[config.mk]
export PLATFORM = sky130hd
export DESIGN_NAME = route_lookup_arbiter
export DESIGN_NICKNAME = d
export VERILOG_FILES = /design/src/rtl/route_lookup_arbiter.sv
export SDC_FILE = /design/constraint.sdc
export NUM_CORES = 1
export LEC_CHECK = 0
export CAP_MARGIN = 20
export CORE_MARGIN = 2
export CORE_UTILIZATION = 45
export CTS_CLUSTER_DIAMETER = 200
export DETAILED_ROUTE_END_ITERATION = 10
export PLACE_DENSITY = 0.66
export SETUP_SLACK_MARGIN = 0.3
export SYNTH_ARGS = -nofsm -noshare
export SYNTH_HDL_FRONTEND = slang
export SYNTH_SLANG_ARGS = --single-unit
export TNS_END_PERCENT = 100
[constraint.sdc]
create_clock -name clk -period 9.2 [get_ports clk]
set_clock_uncertainty 0.2 [all_clocks]
set_input_delay 1.84 -clock clk [delete_from_list [all_inputs] [get_ports clk]]
set_output_delay 1.84 -clock clk [all_outputs]
set_load 0.02 [all_outputs]
[src/rtl/route_lookup_arbiter.sv]
// Round-robin arbiter sharing one routing_table read port among the router input ports.
// Grants one port per lookup and returns the looked-up direction with a one-cycle valid pulse.
module route_lookup_arbiter #(
    parameter int NUM_PORTS = 5,
    parameter int ADDR_W    = 4,
    parameter int DIR_W     = 3,
    parameter int NUM_NODES = 9,
    parameter int DIR_LOCAL = 4
) (
    input  logic                        clk,
    input  logic                        reset,
    input  logic [NUM_PORTS-1:0]        req,
    input  logic [NUM_PORTS*ADDR_W-1:0] req_addr,
    output logic [ADDR_W-1:0]           table_addr,
    input  logic [DIR_W-1:0]            table_data,
    output logic [NUM_PORTS-1:0]        resp_valid,
    output logic [DIR_W-1:0]            resp_dir,
    output logic                        resp_err,
    output logic                        busy
);

    localparam int PTR_W = (NUM_PORTS > 1) ? $clog2(NUM_PORTS) : 1;

    typedef enum logic {
        IDLE   = 1'b0,
        LOOKUP = 1'b1
    } state_t;

    state_t             state_r;
    state_t             state_next_s;
    logic [PTR_W-1:0]   ptr_r;
    logic [PTR_W-1:0]   win_r;
    logic [PTR_W-1:0]   win_next_s;
    logic [PTR_W-1:0]   ptr_next_s;
    logic [NUM_PORTS-1:0] eligible_s;
    logic               grant_s;
    logic [ADDR_W-1:0]  addr_next_s;
    logic [ADDR_W-1:0]  addr_s [NUM_PORTS];
    logic               in_range_s;

    for (genvar p = 0; p < NUM_PORTS; p++) begin : g_addr
        assign addr_s[p] = req_addr[p*ADDR_W +: ADDR_W];
    end

    // A port whose response is on the outputs right now must not win again this edge
    assign eligible_s = req & ~resp_valid;

    // Round-robin search from ptr_r upward; descending loop so the nearest eligible port wins
    always_comb begin
        logic [PTR_W-1:0] idx_v;
        idx_v       = {PTR_W{1'b0}};
        grant_s     = 1'b0;
        win_next_s  = win_r;
        addr_next_s = table_addr;
        for (int i = NUM_PORTS - 1; i >= 0; i--) begin
            idx_v       = ((int'(ptr_r) + i) >= NUM_PORTS) ? PTR_W'(int'(ptr_r) + i - NUM_PORTS)
                                                           : PTR_W'(int'(ptr_r) + i);
            grant_s     = grant_s | eligible_s[idx_v];
            win_next_s  = eligible_s[idx_v] ? idx_v : win_next_s;
            addr_next_s = eligible_s[idx_v] ? addr_s[idx_v] : addr_next_s;
        end
    end

    // Pointer wrap compares against the last index so a non-power-of-2 port count never overflows
    always_comb begin
        ptr_next_s = (win_r == PTR_W'(NUM_PORTS - 1)) ? {PTR_W{1'b0}} : (win_r + PTR_W'(1));
        in_range_s = (32'(table_addr) < NUM_NODES);
    end

    // FSM next-state decode
    always_comb begin
        state_next_s = state_r;
        case (state_r)
            IDLE:    state_next_s = grant_s ? LOOKUP : IDLE;
            LOOKUP:  state_next_s = IDLE;
            default: state_next_s = IDLE;
        endcase
    end

    // State register and registered outputs; reset discards any in-flight lookup
    always_ff @(posedge clk or posedge reset) begin
        if (reset) begin
            state_r    <= IDLE;
            ptr_r      <= {PTR_W{1'b0}};
            win_r      <= {PTR_W{1'b0}};
            table_addr <= {ADDR_W{1'b0}};
            resp_valid <= {NUM_PORTS{1'b0}};
            resp_dir   <= {DIR_W{1'b0}};
            resp_err   <= 1'b0;
            busy       <= 1'b0;
        end else begin
            state_r <= state_next_s;
            busy    <= (state_next_s == LOOKUP);
            case (state_r)
                IDLE: begin
                    resp_valid <= {NUM_PORTS{1'b0}};
                    resp_err   <= 1'b0;
                    win_r      <= win_next_s;
                    table_addr <= addr_next_s;
                end
                LOOKUP: begin
                    resp_valid <= {{(NUM_PORTS-1){1'b0}}, 1'b1} << win_r;
                    resp_dir   <= in_range_s ? table_data : DIR_W'(DIR_LOCAL);
                    resp_err   <= ~in_range_s;
                    ptr_r      <= ptr_next_s;
                end
                default: begin
                    resp_valid <= {NUM_PORTS{1'b0}};
                    resp_err   <= 1'b0;
                end
            endcase
        end
    end

endmodule

# ---- Word-level counts from Yosys, hierarchy flattened
# Index checks and enable logic that the tools add are counted.
dict set report classes {
  n_reduce_logical 2
  magnitude_cmp 16
  n_eq_ne 1
  bitwise 13
  n_mux 46
  n_addsub 10
  shifts 1
}
# operator count
set op_table {}
lappend op_table {{binary-select mux 4 bit (select 3 bit)} 5}
lappend op_table {{two-way mux 4 bit} 15}
lappend op_table {{two-way mux 3 bit} 12}
lappend op_table {{>= comparator 4 bit (second input constant)} 5}
lappend op_table {{< comparator 3 x 4 -> 1 bit (second input constant)} 5}
lappend op_table {{NOT 3 -> 4 bit} 5}
lappend op_table {{>= comparator 4 x 3 -> 1 bit (second input constant)} 4}
lappend op_table {{binary-select mux 1 bit (select 3 bit)} 5}
lappend op_table {{subtractor 3 bit (second input constant)} 5}
lappend op_table {{one-hot mux 5 bit (2 select lines)} 1}
lappend op_table {{adder 3 x 2 -> 4 bit (second input constant)} 2}
lappend op_table {{two-way mux 1 bit} 6}
lappend op_table {{AND 5 bit} 1}
lappend op_table {{NOT 5 bit} 1}
lappend op_table {{nonzero test 5 bit} 1}
lappend op_table {{<< shifter 1 x 3 -> 5 bit (first input constant)} 1}
lappend op_table {{adder 3 x 1 -> 4 bit (second input constant)} 1}
lappend op_table {{adder 3 x 3 -> 4 bit (second input constant)} 1}
lappend op_table {{< comparator 4 bit (second input constant)} 1}
lappend op_table {{OR 1 bit} 4}
lappend op_table {{one-hot mux 1 bit (2 select lines)} 2}
lappend op_table {{adder 3 x 1 -> 3 bit (second input constant)} 1}
lappend op_table {{equality test 3 bit (second input constant)} 1}
lappend op_table {{>= comparator 3 bit (second input constant)} 1}
lappend op_table {{2 further kinds} 3}
dict set report totals {
  wordCells 96
  regBits 20
  in_bits 30
  out_inout_bits 14
}

# ---- Longest topological paths before layout
dict set report logic_depth {
  depth_word 12
  depth_mapped 18
  depth_no_buf 12
}

# ---- Worst setup path after synthesis
# Ideal clock, no wire load.
dict set report synth_timing {
  kind {input port to flip-flop}
  startpoint {input req[1]}
  endpoint {register win_r[2]}
  stages 8
  arrival_time_ps 3755
  slack_ps 5120
  setup_ps 125
  required_time_ps 8875
  n_path_buf 2
  path_cell_list {nor2b_1 clkbuf_1 mux2_1 mux4_2 a21oi_4 a41oi_2 buf_6 mux2_4}
}
dict set report synth_between {
  elab_chain_len 7
  word_cells_on_any_way 17
}
# item line
set synth_rtl {}
lappend synth_rtl {{start, declared} 12} ;# input logic [NUM_PORTS-1:0] req,
lappend synth_rtl {{AND 5 bit *} 46} ;# assign eligible_s = req & ~resp_valid;
lappend synth_rtl {{binary-select mux 1 bit (select 3 bit)} 59} ;# win_next_s = eligible_s[idx_v] ? idx_v : win_next_s;
lappend synth_rtl {{two-way mux 1 bit (implied by the code)} 59}
lappend synth_rtl {{two-way mux 3 bit (4 in a row)} 59}
lappend synth_rtl {{end signal, assigned} 85} ;# win_r <= {PTR_W{1'b0}};
lappend synth_rtl {{end signal, assigned} 98} ;# win_r <= win_next_s;
lappend synth_rtl {{end, declared} 32} ;# logic [PTR_W-1:0] win_r;
# Every way passes the cells marked *; elsewhere a longest branch is shown, timed or not. The select of a mux whose other input is x is not followed.
# A chain may end at the register's enable or synchronous reset.

# ---- Worst setup path after layout
dict set report layout_timing {
  startpoint {input req[1]}
  endpoint {register table_addr[0]}
}
dict set report layout_between {
  elab_chain_len 7
  word_cells_on_any_way 17
}
# item line
set layout_rtl {}
lappend layout_rtl {{AND 5 bit *} 46}
lappend layout_rtl {{binary-select mux 1 bit (select 3 bit)} 60} ;# addr_next_s = eligible_s[idx_v] ? addr_s[idx_v] : addr_next_s;
lappend layout_rtl {{two-way mux 1 bit (implied by the code)} 60}
lappend layout_rtl {{two-way mux 4 bit (4 in a row)} 60}
lappend layout_rtl {{end signal, assigned} 86} ;# table_addr <= {ADDR_W{1'b0}};
lappend layout_rtl {{end signal, assigned} 99} ;# table_addr <= addr_next_s;
lappend layout_rtl {{end, declared} 14} ;# output logic [ADDR_W-1:0] table_addr,
# Marked as above.

==> flow_summary.toml <==
[run_status]
status = "finished clean"

[setup_path]
critPathMaxFanout = 12
critical_path.n_buffers_inverters = 1
start_kind = "input port"
critical-path-slowest-cell = "a41oi_2"
crit_path_category = "in2reg"
critical_path_cell_count = 9
crit_path_end_kind = "register"
rr_endpoint = "win_r[2]"
cp_top_delay_family = "compound AO/OA/AOI/OAI gates"
critical_path_arrival_ns = 4.50
rr_startpoint = "ptr_r[1]"
critical_path.startpoint = "req[1]"
setup.worst_path.end = "table_addr[0]"
crit_chain = "clkdlybuf4s50_1 > nor2b_1 > mux2i_1 > mux4_2 > nor2_1 > a21oi_1 > a41oi_2 > nand2_1 > o221ai_1"
ff2ff_setup_slack_ns = 4.70
reg2regPathDepth = 9
worst_path_largest_cell_delay_ns = 0.51
required_arrival_time_at_the_worst_endpoint_ns = 9.18

[placement]
dpl.hpwl_um = 7660
gp_congestion = 1.01
port-buffer-count = 43
pre_cts_slack_ns = 4.41

[floorplanning]
die_extent_in_x_um = 88.7
floorplan.die_area_sq_um = 7860
floorplan.io_pins = 44
floorplan.die.height_um = 88.7
placeable_core_region_sq_um = 6870
initial_core_util_pct = 47.0
rows = 30

[sta]
remaining_max_slew_budget_at_the_tightest_pin_pct = 29.7
rsz0062_at_grt = "false"
setup_viol = 0
worstMarginPinSlew_ns = 1.05
final_hold_vios = 0
setup_tns_ns = 0
fin_worst_hold_slack_ns = 0.300
period_minus_slack_ns = 4.52
maxSlewViolCount = 0
final_setup_slack_of_the_worst_path_ns = 4.68
fmax_mhz = 221
fin_crit_sh_pct = 49.1

[cts]
tritoncts = "yes"
cts.root.buffer_cell = "clkbuf_8"
cts.sink_count = 20
cts_hold_buf = 0
cts-resized-gates = 0
numCtsBuffers = 3
htree_levels = 1
post_cts_buffers = 0
clk_pin_slew_ns = 0.08
cts-root-to-sink-buffers = 2
clock_insertion_delay_at_the_later_pin_of_the_skew_report_ns = 0.26

[drt]
num_vias = 3254
wire_per_inst_um = 20.0
detail_route.first_pass.iterations = 6
viasPerCell = 6.33
drt_iter0_markers = 351
drc_errors = 0
wl_um = 10300
final_ant_viol_nets = 0

[final_layout]
most_common_cell_after_layout_fill_and_taps_aside = "clkdlybuf4s50_1"
finish.net_count = 463
area_taken_by_multi_input_logic_gates_sq_um = 2480
final_cell_mix = "clkdlybuf4s50_1, nand2_1, mux2i_1, a21oi_1"
sequential_cell_area_sq_um = 500
antenna_cells = 0
area.growth.synth_to_final_pct = 14.8
fillCellCount = 676
share_of_post_route_cells_with_drive_strength_above_1_pct = 13.4

[yosys]
synth-seq-cells = 20
post_synth_instance_area_sq_um = 3230
synth_cell_type_count = 77
synth-main-ff-cell = "dfrtp_1"
post_synth_inst_count = 392
yosys.area.top_type_share_pct = 15.5
netlist_top_cells_area = "dfrtp_1, mux2i_1, mux2_2"
synth_sequential_area_ratio_pct = 15.5
synth_area_per_cell_sq_um = 8.23
ys_async_sr_fraction_pct = 100
yosysWarnings = 0
synth_top_area_cell = "dfrtp_1"
postSynthNetCount = 436
synth_enable_flop_cells = 0

[grt]
grt_max_degree = 40
gr-usage-all-layers_pct = 26.9
grt_overflow_total = 0
grt_pass1_wl_um = 16500
first_global_vias = 3097
antenna_found_initial = 0

[worst_hold_path]
hold_crit_path_type = "reg2reg"

[flow_run]
maxCapViolations = 0
## cell type report
type | instances | area share (%)
clock buffer | 4 | 1.49
inverter | 23 | 2.53
multi-input combinational | 325 | 67.0
timing repair buffer | 46 | 12.2
sequential | 20 | 13.5
tap | 96 | 3.24
## state kept, by name (all words and copies together), names as in the netlist
signal	count
ptr_r	3
resp_err	1
win_r	3
state_r	1
table_addr	4
resp_valid	5
resp_dir	3
## routing by layer
layer	vias up	global-route usage, %	routed length [um]
met5	-	0	0
met4	0	5.37	127
met3	11	3.73	813
met2	169	42.7	4750
met1	1545	38.9	4580
li1	1529	-	-
## Yosys cell counts, types with 5 or more instances
cell and count:
mux2_2 16, nand2b_1 10, clkbuf_1 10, ha_1 13, o21ai_0 17, a221oi_1 5, o31ai_1 6, a211oi_1 8
buf_2 6, o211ai_1 10, o22ai_1 5, nor2b_1 12, inv_1 20, nand2_1 31, dfrtp_1 20, o221ai_1 5
nor3_1 13, mux2i_1 31, a21oi_1 21, nand3_1 9, nor2_1 20, a22oi_1 9
## worst min path at each step
| stage | from | end | cells after the start |
|---|---|---|---|
| CTS | resp_dir[1] | resp_dir[1] | 1 |
| detailed placement | resp_dir[1] | resp_dir[1] | 1 |
| finish | resp_dir[1] | resp_dir[1] | 1 |
| floorplan | win_r[2] | win_r[2] | 1 |
| global route | resp_dir[1] | resp_dir[1] | 1 |
| global placement | resp_dir[1] | resp_dir[1] | 1 |
## logic make-up after synthesis
group / count (synthesis) / share of synthesized area (%)
buf+inv: 47 / 7.60
compound gates: 125 / 29.3
xor+xnor: 4 / 1.32
fa+ha+maj: 14 / 5.66
mux: 56 / 19.9
simple gates: 126 / 20.7
flops: 20 / 15.5
## through the flow
step	instances	utilization, %	cell area (sq um)
global placement	510	53.1	3650
finish	514	53.9	3700
detailed placement	510	53.1	3650
CTS	514	53.9	3700
floorplan	392	-	3230
global route	514	53.9	3700
Power is left out: the tool's default activity adds up to more than one toggle a clock period on the data nets, which glitch-free logic cannot reach.
